<file path="src/rtl/elev_pkg.sv">
// elev_pkg: shared state, direction and floor encodings for the elevator controller
package elev_pkg;
  typedef enum logic [1:0] {IDLE, UP_RUN, DN_RUN, DOOR} state_t;
  localparam logic [1:0] UD_STOP = 2'b00;
  localparam logic [1:0] UD_UP = 2'b01;
  localparam logic [1:0] UD_DOWN = 2'b10;
  localparam logic [3:0] FLOOR1 = 4'b0001;
  localparam logic [3:0] FLOOR2 = 4'b0010;
  localparam logic [3:0] FLOOR3 = 4'b0100;
  localparam logic [3:0] FLOOR4 = 4'b1000;
  function automatic logic [3:0] below_mask(input logic [3:0] p);
    return p - 4'd1;
  endfunction
  function automatic logic [3:0] above_mask(input logic [3:0] p);
    return ~(p | (p - 4'd1)) & 4'hF;
  endfunction
endpackage

</file>
<file path="src/rtl/floor_travel_timer.sv">
// floor_travel_timer: wrapping tick counter with clear, enable and a terminal-count pulse
module floor_travel_timer #(
  parameter int TICKS = 8
) (
  input  logic clk,
  input  logic rst,
  input  logic clr,
  input  logic en,
  output logic tc
);
  localparam int W = $clog2(TICKS);
  logic [W-1:0] cnt;
  assign tc = en && (cnt == W'(TICKS - 1));
  always_ff @(posedge clk or posedge rst)
    if (rst) cnt <= '0;
    else if (clr) cnt <= '0;
    else if (en) cnt <= tc ? '0 : cnt + 1'b1;
endmodule

</file>
<file path="src/rtl/elev_motion_ctrl.sv">
// elev_motion_ctrl: car motion sequencer (idle/run/door) for the 4-storey elevator.
// Define IDLE_RETURN_EN to send an idle car back to floor 1 after IDLE_TICKS cycles.
module elev_motion_ctrl
  import elev_pkg::*;
#(
  parameter int FLOOR_TICKS = 8,
  parameter int IDLE_TICKS = 40
) (
  input  logic       clk,
  input  logic       rst,
  input  logic [3:0] allReq,
  input  logic       up_need,
  input  logic       down_need,
  input  logic       endOpen,
  output logic [3:0] position,
  output logic [1:0] ud_mode,
  output logic       opendoor,
  output logic       moving,
  output logic       arrive
);
  state_t state;
  logic run, run_tc, idle_tc, homing;
  logic [3:0] up_pos, dn_pos;
  logic up_req, dn_req, here, up_stop, dn_hit, dn_stop, dir_up, go_up, go_dn;
  assign run = (state == UP_RUN) || (state == DN_RUN);
  assign up_req = |(allReq & above_mask(position));
  assign dn_req = |(allReq & below_mask(position));
  assign here = |(allReq & position);
  assign up_pos = position << 1;
  assign dn_pos = position >> 1;
  assign up_stop = |(allReq & up_pos) || (up_pos == FLOOR4);
  assign dn_hit = |(allReq & dn_pos);
  assign dn_stop = dn_hit || (dn_pos == FLOOR1);
  assign dir_up = ud_mode == UD_UP;
  assign go_up = dir_up ? up_req : (!dn_req && up_req);
  assign go_dn = dir_up ? (!up_req && dn_req) : dn_req;
  floor_travel_timer #(.TICKS(FLOOR_TICKS)) u_travel (
    .clk(clk), .rst(rst), .clr(!run), .en(run), .tc(run_tc)
  );
`ifdef IDLE_RETURN_EN
  logic idle_en;
  assign idle_en = (state == IDLE) && (allReq == 4'd0) && (position != FLOOR1);
  floor_travel_timer #(.TICKS(IDLE_TICKS)) u_idle (
    .clk(clk), .rst(rst), .clr(!idle_en), .en(idle_en), .tc(idle_tc)
  );
  always_ff @(posedge clk or posedge rst)
    if (rst) homing <= 1'b0;
    else if (state == IDLE && idle_tc && !here) homing <= 1'b1;
    else if (state == DN_RUN && run_tc && dn_stop) homing <= 1'b0;
`else
  assign idle_tc = 1'b0;
  assign homing = 1'b0;
`endif
  always_ff @(posedge clk or posedge rst)
    if (rst) begin
      state <= IDLE;
      position <= FLOOR1;
      ud_mode <= UD_STOP;
      opendoor <= 1'b0;
      moving <= 1'b0;
      arrive <= 1'b0;
    end else begin
      arrive <= 1'b0;
      case (state)
        IDLE:
          if (here) begin
            state <= DOOR;
            ud_mode <= (position == FLOOR4) ? UD_DOWN : UD_UP;
            opendoor <= 1'b1;
            arrive <= 1'b1;
          end else if (up_need && up_req) begin
            state <= UP_RUN;
            ud_mode <= UD_UP;
            moving <= 1'b1;
          end else if ((down_need && dn_req) || idle_tc) begin
            state <= DN_RUN;
            ud_mode <= UD_DOWN;
            moving <= 1'b1;
          end else ud_mode <= UD_STOP;
        UP_RUN:
          if (run_tc) begin
            position <= up_pos;
            if (up_stop) begin
              state <= DOOR;
              opendoor <= 1'b1;
              arrive <= 1'b1;
              moving <= 1'b0;
            end
          end
        DN_RUN:
          if (run_tc) begin
            position <= dn_pos;
            if (dn_stop) begin
              moving <= 1'b0;
              // a homing run that reaches floor 1 with nothing requested parks shut
              if (homing && !dn_hit) begin
                state <= IDLE;
                ud_mode <= UD_STOP;
              end else begin
                state <= DOOR;
                opendoor <= 1'b1;
                arrive <= 1'b1;
              end
            end
          end
        DOOR:
          if (endOpen) begin
            opendoor <= 1'b0;
            if (go_up) begin
              state <= UP_RUN;
              ud_mode <= UD_UP;
              moving <= 1'b1;
            end else if (go_dn) begin
              state <= DN_RUN;
              ud_mode <= UD_DOWN;
              moving <= 1'b1;
            end else begin
              state <= IDLE;
              ud_mode <= UD_STOP;
            end
          end
        default: state <= IDLE;
      endcase
    end
  assert property (@(posedge clk) disable iff (rst)
    !(state == UP_RUN && position == FLOOR4) && !(state == DN_RUN && position == FLOOR1));
endmodule

</file>
<file path="config.mk">
export PLATFORM = sky130hd
export DESIGN_NAME = elev_motion_ctrl
export DESIGN_NICKNAME = d
export VERILOG_FILES = /design/src/rtl/elev_pkg.sv /design/src/rtl/floor_travel_timer.sv /design/src/rtl/elev_motion_ctrl.sv
export SDC_FILE = /design/constraint.sdc
export NUM_CORES = 1
export LEC_CHECK = 0
export CORE_MARGIN = 2
export CORE_UTILIZATION = 35
export DETAILED_ROUTE_END_ITERATION = 16
export SLEW_MARGIN = 5
export SYNTH_ARGS = -nofsm -noshare
export SYNTH_HDL_FRONTEND = slang
export SYNTH_SLANG_ARGS = --single-unit
</file>
<file path="constraint.sdc">
create_clock -name clk -period 2.55 [get_ports clk]
set_input_delay 0.3825 -clock clk [delete_from_list [all_inputs] [get_ports clk]]
set_output_delay 0.3825 -clock clk [all_outputs]
set_load 0.005 [all_outputs]
</file>
; ---- Yosys cells after proc, flatten, opt, wreduce, memory -nomap -nowiden
; Index checks and enable logic that the tools add are counted.
; W data, S select, Z words.
[word_totals]
ramBits = 0
latchBits = 0
rom_bits = 0
input_bits = 9
output_inout_bits = 9
regBits = 14
elab_cells = 104
memories = 0
[op_classes]
n_bitwise = 7
n_mul = 0
n_shift = 0
eq_ne = 18
reduce_logical = 23
order_cmp = 0
n_mux = 47
addsub = 2
div = 0
[op_table]
columns = op, count
row1 = $mux W2, 14
row2 = $mux W1, 23
row3 = $reduce_or A4 Y1, 5
row4 = $and A4 B4 Y4, 4
row5 = $reduce_and A6 Y1, 2
row6 = $ne A2 B2 Y1 const B, 5
row7 = $mux W4, 2
row8 = $pmux W1 S4, 2
row9 = $pmux W2 S4, 1
row10 = $pmux W4 S2, 1
row11 = $reduce_and A8 Y1, 1
row12 = $eq A3 B3 Y1 const B, 2
row13 = $mux W3, 2
row14 = $ne A3 B3 Y1 const B, 2
row15 = $logic_and A1 B1 Y1, 5
row16 = $and A4 B3 Y4, 1
row17 = $eq A2 B1 Y1 const B, 2
row18 = $eq A2 B2 Y1 const B, 2
row19 = $eq A4 B4 Y1 const B, 1
row20 = $ne A2 B1 Y1 const B, 2
row21 = $ne A4 B4 Y1 const B, 1
row22 = $not A4 Y4, 1
row23 = $or A4 B4 Y4, 1
row24 = $pmux W2 S2, 1
row25 = other kinds (10), 14

; ---- Depth between registers and ports, before layout
; Gate-level depths: netlist of the first run.
[logic_depth]
word_depth = 12
ltp_mapped = 9
ltp_nobuf = 9

; ---- Modules after synthesis
; From an unflattened synthesis of the first run, not the netlist that was laid out.
[hier_totals]
hier_cells = 117
area_unflattened_um2 = 1084.8
[modules_own_cells]
columns = mod, seq_area_each_um2, instances, cells_per_inst, area_per_inst_um2
row1 = elev_motion_ctrl, 276.5, 1, 102, 918.4
row2 = floor_travel_timer, 75.1, 1, 15, 166.4

; ---- Least setup slack after synthesis of the first run
; Ideal clock, no wire load.
[synth_timing]
path_type = register to register
start = reg position[0]
end = reg moving
slack_ns = 0.233
arrival_time_ns = 2.192
path_buffers = 0
synth_period_minus_slack_ns = 2.317
stages_incl_launch_ff = 10
required_time_ns = 2.425
setup_ns = 0.125
cell_sequence = dfstp_2 > inv_2 > ha_1 > inv_1 > ha_1 > a22o_1 > a221o_1 > a211oi_1 > nor3b_1 > mux2_4
[synth_via]
elab_chain_len = 10
elab_cells_between_ends = 31
cone_classes = add/sub (1) / eq/ne (5) / mux (7) / bitwise (6) / reduce/logical (12)
[synth_rtl]
columns = item, line_no
row1 = start: declaration, elev_motion_ctrl.sv:15  ; output logic [3:0] position,
row2 = start signal: assignment, elev_motion_ctrl.sv:82  ; position <= up_pos;
row3 = start signal: assignment, elev_motion_ctrl.sv:92  ; position <= dn_pos;
row4 = $sub A4 B1 Y4, "elev_pkg.sv:12, elev_pkg.sv:15"
row5 = $or A4 B4 Y4, elev_pkg.sv:15  ; return ~(p | (p - 4'd1)) & 4'hF;
row6 = $not A4 Y4, elev_pkg.sv:15
row7 = $and A4 B4 Y4, elev_motion_ctrl.sv:26  ; assign up_req = |(allReq & above_mask(position));
row8 = $reduce_or A4 Y1, elev_motion_ctrl.sv:26
row9 = $logic_not A1 Y1 / $logic_and A1 B1 Y1 (equally long branches), "elev_motion_ctrl.sv:36, elev_motion_ctrl.sv:35"
row10 = $logic_and A1 B1 Y1 / $mux W1 (equally long branches), "elev_motion_ctrl.sv:36, elev_motion_ctrl.sv:35"
row11 = "$mux W1, on equally long branches", "elev_motion_ctrl.sv:36, elev_motion_ctrl.sv:109"
row12 = $ne A3 B3 Y1 (no source line) / $mux W1 (equally long branches), n/a
row13 = $reduce_and A8 Y1 (no source line) / $pmux W1 S4 (equally long branches), n/a
row14 = end signal: assignment, elev_motion_ctrl.sv:60  ; moving <= 1'b0;
row15 = end signal: assignment, elev_motion_ctrl.sv:74  ; moving <= 1'b1;
row16 = end signal: assignment, elev_motion_ctrl.sv:78  ; moving <= 1'b1;
row17 = end: declaration, elev_motion_ctrl.sv:18  ; output logic moving,
; Several ways; a longest one is shown, not always the timed one. The select of a mux whose other input is x is not followed.
; A chain may end at the register's enable or synchronous reset.

; ---- Worst setup path in the final report of the first run
[layout_timing]
start = reg position[0]
end = reg state[1]
[layout_via]
elab_chain_len = 12
elab_cells_between_ends = 30
cone_classes = add/sub (1) / eq/ne (3) / mux (8) / bitwise (6) / reduce/logical (12)
[layout_rtl]
columns = item, line_no
row1 = $sub A4 B1 Y4, "elev_pkg.sv:12, elev_pkg.sv:15"
row2 = $or A4 B4 Y4, elev_pkg.sv:15
row3 = $not A4 Y4, elev_pkg.sv:15
row4 = $and A4 B4 Y4, elev_motion_ctrl.sv:26
row5 = $reduce_or A4 Y1, elev_motion_ctrl.sv:26
row6 = $logic_not A1 Y1, elev_motion_ctrl.sv:36  ; assign go_dn = dir_up ? (!up_req && dn_req) : dn_req;
row7 = $logic_and A1 B1 Y1, elev_motion_ctrl.sv:36
row8 = $mux W1, elev_motion_ctrl.sv:36
row9 = $mux W2, elev_motion_ctrl.sv:113  ; end else if (go_dn) begin
row10 = $mux W2, elev_motion_ctrl.sv:109  ; if (go_up) begin
row11 = $mux W2, elev_motion_ctrl.sv:107  ; if (endOpen) begin
row12 = $pmux W2 S4, elev_motion_ctrl.sv:64  ; case (state)
row13 = end signal: assignment, elev_motion_ctrl.sv:67  ; state <= DOOR;
row14 = end signal: assignment, elev_motion_ctrl.sv:110  ; state <= UP_RUN;
row15 = end signal: assignment, elev_motion_ctrl.sv:114  ; state <= DN_RUN;
row16 = end: declaration, elev_motion_ctrl.sv:21  ; state_t state;
; Several ways; a longest one is shown, not always the timed one. The select of a mux whose other input is x is not followed.

==> results.yml, run 1 <==
global_route:
  grt_overflow: 0
  grt_use_total_pct: 15.9
  grt_pass1_vias: 878
  grt_pass1_wl_um: 4110
  grt_antenna_before_repair: 0
  grt_start_max_net_pins: 15
floorplanning:
  fp.dieH_um: 57.9
  core_area_um2: 2760
  rows: 19
  die_w_um: 57.9
  dieArea_um2: 3350
  ios: 18
  start_util_pct: 36.8
synthesis:
  synth-edff-count: 0
  mappedNetlistArea_um2: 1020
  ys_ff_latch: 14
  synth_cell_types: 41
  syn_nets: 125
  syn_area_per_cell_um2: 9.68
  yosys_warnings: 0
  syn_inst: 105
  synth_flop_cell: "dfrtp_1"
  ys_async_sr_fraction_pct: 100
  ys_seq_area_share_pct: 34.6
cts:
  htreeDepth: 1
  cts_buffers: 3
  clock_sinks: 14
  cts_root_buf: "clkbuf_4"
  cts_tree: "yes"
  clockBufferDepth: 2
  path_clk_slew_ns: 0.10
  ctsHoldBuffers: 0
  worstSkewPairLatency_ns: 0.29
worst_setup_path:
  r2r-end: "state[1]$_DFFE_PP0P_"
  cp_slowest_stage_delay_ns: 0.60
  cp-end-kind: "flop"
  crit_chain: "inv_2, ha_1, inv_1, ha_1, a22o_1, a221o_1, buf_4, o211a_1, o32ai_1, mux2i_1"
  critPathMaxFanout: 7
  worstPathArrival_ns: 2.54
  critPathTopFamily: "compound AO/OA/AOI/OAI gates"
  cp_slowest_cell: "dfstp_2"
  path_common_cell: "ha_1"
  worstSetupStartpointType: "flop"
  worstSetupPathType: "reg -> reg"
  crit_end: "state[1]$_DFFE_PP0P_"
  worstPathRequired_ns: 2.73
  rrSetupSlack_ns: 0.19
  r2r-start: "position[0]$_DFFE_PP1P_"
  path_depth: 10
  reg2regPathDepth: 10
  path_buf_inv: 3
  startpoint: "position[0]$_DFFE_PP1P_"
power_and_ir_drop:
  p_switching_w: 0.000381
  ir_worst_vdd_mv: 0.538
  pwr-share-comb_pct: 51.7
  clockPowerShare_pct: 16.6
  seq_power_share_pct: 31.8
  leakagePower_nw: 0.579
  cell_internal_pwr_w: 0.000621
  power_per_cell_area_nw_per_um2: 775
  swShare_pct: 38.0
detailed_routing:
  drtIter0Drc: 27
  ant_nets: 0
  wl_um: 2430
  wl_per_cell_um: 15.3
  post-route-drc-count: 0
  post_drt_via_cell_ratio: 5.52
  vias: 877
  drtPass1Iterations: 4
timing:
  timing.final.crit_share_pct: 92.7
  finalHoldViolations: 0
  skew_ns: 0.0109
  tightest_slew_ns: 0.562
  fmax_ghz: 0.423
  max_slew_margin_pct: 62.5
  drv_slew: 0
  rsz0062_at_grt: "false"
  fin_hold_ws_ns: 0.431
  setup_viol: 0
  min_period_ns: 2.36
  finalSetupTns_ns: 0
cells_and_area:
  syn_to_final_growth_pct: 27.2
  antenna_cells: 0
  fin_nets: 149
  layout-drive-gt1-share_pct: 11.7
  final_cells: 159
  layout.cells.most_common_list: "clkdlybuf4s50_1 (17), dfrtp_1 (13), inv_1 (11), ha_1 (11), nand2_1 (9)"
  final_common_cell: "clkdlybuf4s50_1"
placed_design:
  place_hpwl_um: 1840
  gp_congestion: 0.797
  placed_cells: 155
  port_buffers: 17
run_status:
  status: "finished clean"
run:
  drv_cap: 0
min_path:
  hold_path.class: "in -> async"
## per-layer routing
| layer | global-route usage [%] | share of wire, % | vias to the layer above |
|---|---|---|---|
| met5 | 0 | 0 | - |
| met2 | 24.4 | 47 | 19 |
| met3 | 5.13 | 4.4 | 0 |
| li1 | - | - | 437 |
| met1 | 22.7 | 49 | 421 |
| met4 | 1.99 | 0 | 0 |
## registers in the layout, indices dropped and copies added, names as in the netlist
| signal | flops |
|---|---|
| arrive | 1 |
| moving | 1 |
| opendoor | 1 |
| position | 4 |
| state | 2 |
| u_travel.cnt | 3 |
| ud_mode | 2 |
## power groups by stage
| stage | Clock, W | Combinational (W) | Sequential [W] |
|---|---|---|---|
| after floorplan | 0 | 0.000363 | 0.000320 |
| after global placement | 0 | 0.000509 | 0.000323 |
| after detailed placement | 0 | 0.000509 | 0.000324 |
| after CTS | 0.000175 | 0.000517 | 0.000319 |
| after global routing | 0.000183 | 0.000579 | 0.000323 |
| final | 0.000166 | 0.000517 | 0.000318 |
## cell usage after synthesis, types with 2 or more instances
cell type | number | area, um2
o32ai_1 | 2 | 17.5
nand2_1 | 9 | 33.8
nand3_1 | 2 | 10.0
a21oi_1 | 3 | 15.0
o21ai_1 | 4 | 20.0
clkbuf_1 | 3 | 11.3
nor2_1 | 2 | 7.51
a22o_1 | 2 | 17.5
inv_1 | 11 | 41.3
mux2i_1 | 5 | 50.1
o21ai_0 | 2 | 10.0
ha_1 | 11 | 138
nor3b_1 | 2 | 15.0
a22oi_1 | 2 | 15.0
nor2b_1 | 2 | 12.5
o2111ai_1 | 3 | 26.3
a211oi_1 | 2 | 15.0
dfrtp_1 | 13 | 325
nand2b_1 | 3 | 18.8
## metrics by stage
| stage | power, W | setup WS [ns] | util (%) | cell area, um2 |
|---|---|---|---|---|
| after global routing | 0.00109 | 0.000292 | 46.9 | 1290 |
| after floorplan | 0.000683 | 0.233 | - | 1020 |
| after CTS | 0.00101 | 0.138 | 46.7 | 1290 |
| final | 0.00100 | 0.186 | 46.9 | 1290 |
| after global placement | 0.000832 | 0.227 | 45.4 | 1250 |
| after detailed placement | 0.000834 | 0.142 | 45.4 | 1250 |
## cell type report
cell class	instances	area, um2
well taps	31	38.8
clock buffers	4	36.3
multi-input cells	76	613
repair buffers	22	208
fillers	273	1470
flip-flops and latches	14	352
inverters	12	45.0
## worst reg2reg max path: cells and delay by family (launching register included)
family,cells,cell delay (ns)
adder cells (fa/ha/maj),2,0.41
multiplexers,1,0.11
buffers and inverters,3,0.28
AO/OA/AOI/OAI,4,0.85
flip-flops,1,0.60
## worst min path at each step
stage	cells past startpoint	endpoint	slack, ns
after global placement	1	u_travel.cnt[0]$_DFF_PP0_	0.42
after floorplan	1	arrive$_DFF_PP0_	0.27
after global routing	1	u_travel.cnt[0]$_DFF_PP0_	0.45
final	2	moving$_DFFE_PP0P_	0.43
after CTS	1	u_travel.cnt[0]$_DFF_PP0_	0.44
after detailed placement	1	u_travel.cnt[0]$_DFF_PP0_	0.42
## kinds of logic (layout without fill, tap and decap cells)
logic type / Yosys count / in the layout / share of synthesized area (%)
mux: 7 / 7 / 7.51
fa+ha+maj: 11 / 11 / 13.5
buf+inv: 15 / 38 / 5.54
flops: 14 / 14 / 34.6
simple gates: 25 / 25 / 13.1
compound gates: 33 / 33 / 25.7
## timing repair
action,4_1_cts,5_1_grt
buffers inserted,0,0
hold endpoints to repair,0,0
resized for setup,0,1
endpoints found under the setup margin,0,1
Power figures use the tool's default switching activity.
==> run 2: changes to the inputs <==
- ABC_AREA: not set -> 1
- CTS_CLUSTER_DIAMETER: not set -> 30
==> run 2 against run 1 <==
Net effect: synthesized area is 10% higher; critical path type unchanged; highest routed layer is now met4; sequential share of layout area is 1.6 points lower; routed wire length is 2.3% lower.
==> results.yml, run 2 <==
cells_and_area:
  layout-drive-gt1-share_pct: 16.0
  fill_cells: 315
  layout.cells.most_common_list: "nand2_1 (44), inv_1 (17), clkdlybuf4s50_1 (17)"
  final_common_cell: "nand2_1"
  design_area_um2: 1370
  post-route-util_pct: 45.0
  syn_to_final_growth_pct: 22.4
  reg.largest.list: "position x4, u_travel.cnt x3"
  regMostFlops: "position"
  antenna_cells: 0
  fin_nets: 196
  largest_register_ffs: 4
placed_design:
  placed_cell_area_um2: 1350
  port_buffers: 17
  place_hpwl_um: 1900
  gp_congestion: 0.890
timing:
  timing.final.crit_share_pct: 74.1
  fmax_ghz: 0.529
  finalSetupTns_ns: 0
  drv_slew: 0
  rsz0062_at_grt: "false"
  tightest_slew_ns: 0.551
  finalHoldViolations: 0
  min_period_ns: 1.89
  max_slew_margin_pct: 63.2
  skew_ns: 0.0110
  setup_viol: 0
worst_setup_path:
  cp_slowest_cell: "dfstp_2"
  r2r-end: "state[1]$_DFFE_PP0P_"
  cp-end-kind: "flop"
  rrSetupSlack_ns: 0.66
  worstSetupStartpointType: "flop"
  reg2regPathDepth: 12
  cp_slowest_stage_delay_ns: 0.59
  r2r-start: "position[0]$_DFFE_PP1P_"
  path_common_cell: "nand2_1"
  worstSetupPathType: "reg -> reg"
  crit_chain: "inv_2, ha_1, inv_1, ha_1, nand2_1, nand2_2, o21ai_4, nand2_2, nor2_1, nor2_1, nand2_1, nand2_1"
  critPathTopFamily: "flip-flops"
  path_buf_inv: 2
  worstPathRequired_ns: 2.75
  worstPathArrival_ns: 2.08
  critPathMaxFanout: 6
synthesis:
  syn_inst: 154
  mappedNetlistArea_um2: 1120
  synth_cell_types: 26
  synth.most_common_cell: "nand2_1"
  ys_ff_latch: 14
  ys_async_sr_fraction_pct: 100
  synth_flop_cell: "dfrtp_1"
  syn_area_per_cell_um2: 7.28
  yosys.area.top_type: "dfrtp_1"
  yosys_warnings: 0
  synth-edff-count: 0
  yosysTopAreaCellShare_pct: 29.0
  synth_commonest_cells: "nand2_1 (44), inv_1 (17), dfrtp_1 (13), nor2_1 (13), ha_1 (11)"
  syn_nets: 174
  synth_area_leaders: "dfrtp_1 (29%), nand2_1 (15%), ha_1 (12%)"
  ys_seq_area_share_pct: 31.4
cts:
  cts_tree: "yes"
  htreeDepth: 1
  cts_resized: 0
  clock_sinks: 14
  ctsHoldBuffers: 0
  path_clk_slew_ns: 0.09
  cts_root_buf: "clkbuf_4"
  cts_buffers: 3
  cts_setup_buffers: 0
  clockBufferDepth: 2
  worstSkewPairLatency_ns: 0.29
floorplanning:
  fp.dieH_um: 60.6
  dieArea_um2: 3670
  die_w_um: 60.6
  ios: 18
  core_area_um2: 3050
  rows: 20
  start_util_pct: 36.7
min_path:
  hold_path.class: "in -> async"
power_and_ir_drop:
  ir_worst_vdd_mv: 0.476
  leakagePower_nw: 0.683
  power_per_cell_area_nw_per_um2: 942
  p_total_w: 0.00129
detailed_routing:
  post-route-drc-count: 0
  wl_um: 2380
  post_drt_via_cell_ratio: 4.79
  wl_per_cell_um: 10.8
  ant_nets: 0
  drtIter0Drc: 21
  drtPass1Iterations: 4
  vias: 1049
global_route:
  grt_use_total_pct: 14.8
  grt_start_max_net_pins: 15
  grt_overflow: 0
  grt_pass1_vias: 967
  grt_pass1_wl_um: 4090
  grt_antenna_before_repair: 0
run:
  drv_cap: 0
run_status:
  status: "finished clean"
[run 2: cell types whose count changed in the layout (fill, tap and decap cells not counted), sizes merged, moves of 3 or more]
cell,delta
mux2i,-5
nor2,+14
nand2,+46
buf,-5
nand3,+10
o21ai,+3
inv,+8
a21oi,+4
o2111ai,-3
nand2b,-3
[run 2: how the worst max path moves through the flow]
stage	start	cells past startpoint	to
4_1_cts	position[0]$_DFFE_PP1P_	12	state[1]$_DFFE_PP0P_
6_report	position[0]$_DFFE_PP1P_	12	state[1]$_DFFE_PP0P_
5_1_grt	position[0]$_DFFE_PP1P_	12	state[1]$_DFFE_PP0P_
3_5_place_dp	position[0]$_DFFE_PP1P_	12	state[1]$_DFFE_PP0P_
3_3_place_gp	position[0]$_DFFE_PP1P_	12	state[1]$_DFFE_PP0P_
2_1_floorplan	position[0]$_DFFE_PP1P_	12	state[1]$_DFFE_PP0P_
[run 2: cells by family (layout without fill, tap and decap cells)]
group	count (synthesis)	after routing	synth area share, %
buf+inv	21	42	7.03
simple gates	87	87	36.6
fa+ha+maj	11	11	12.3
compound gates	21	21	12.7
flops	14	14	31.4
[run 2: metrics by stage]
stage	worst slack (ns)	hold slack [ns]	std cells
after detailed placement	0.670	0.434	215
after CTS	0.651	0.445	219
after global routing	0.497	0.463	219
after global placement	0.700	0.424	215
final	0.660	0.425	219
after floorplan	0.757	0.271	154
[run 2: final cells by class]
class | instances | area [um2] | share of cell area (%)
repair buffers | 17 | 170 | 12.4
well taps | 44 | 55.1 | 4.01
multi-input cells | 119 | 691 | 50.3
clock buffers | 4 | 26.3 | 1.91
inverters | 21 | 78.8 | 5.74
flip-flops and latches | 14 | 352 | 25.6
[run 2: power by group]
group / internal (W) / total, W / switching [W]
combinational: 0.000331 / 0.000797 / 0.000466
sequential: 0.000300 / 0.000357 / 0.0000564
clock: 0.0000609 / 0.000139 / 0.0000780
[run 2: metal layers]
layer / GRT usage, % / up-vias / share of wire, %
met1: 18.9 / 493 / 46
met3: 3.84 / 5 / 4.1
li1: - / 533 / -
met4: 3.73 / 0 / 1.1
met5: 0 / - / 0
met2: 24.9 / 18 / 49
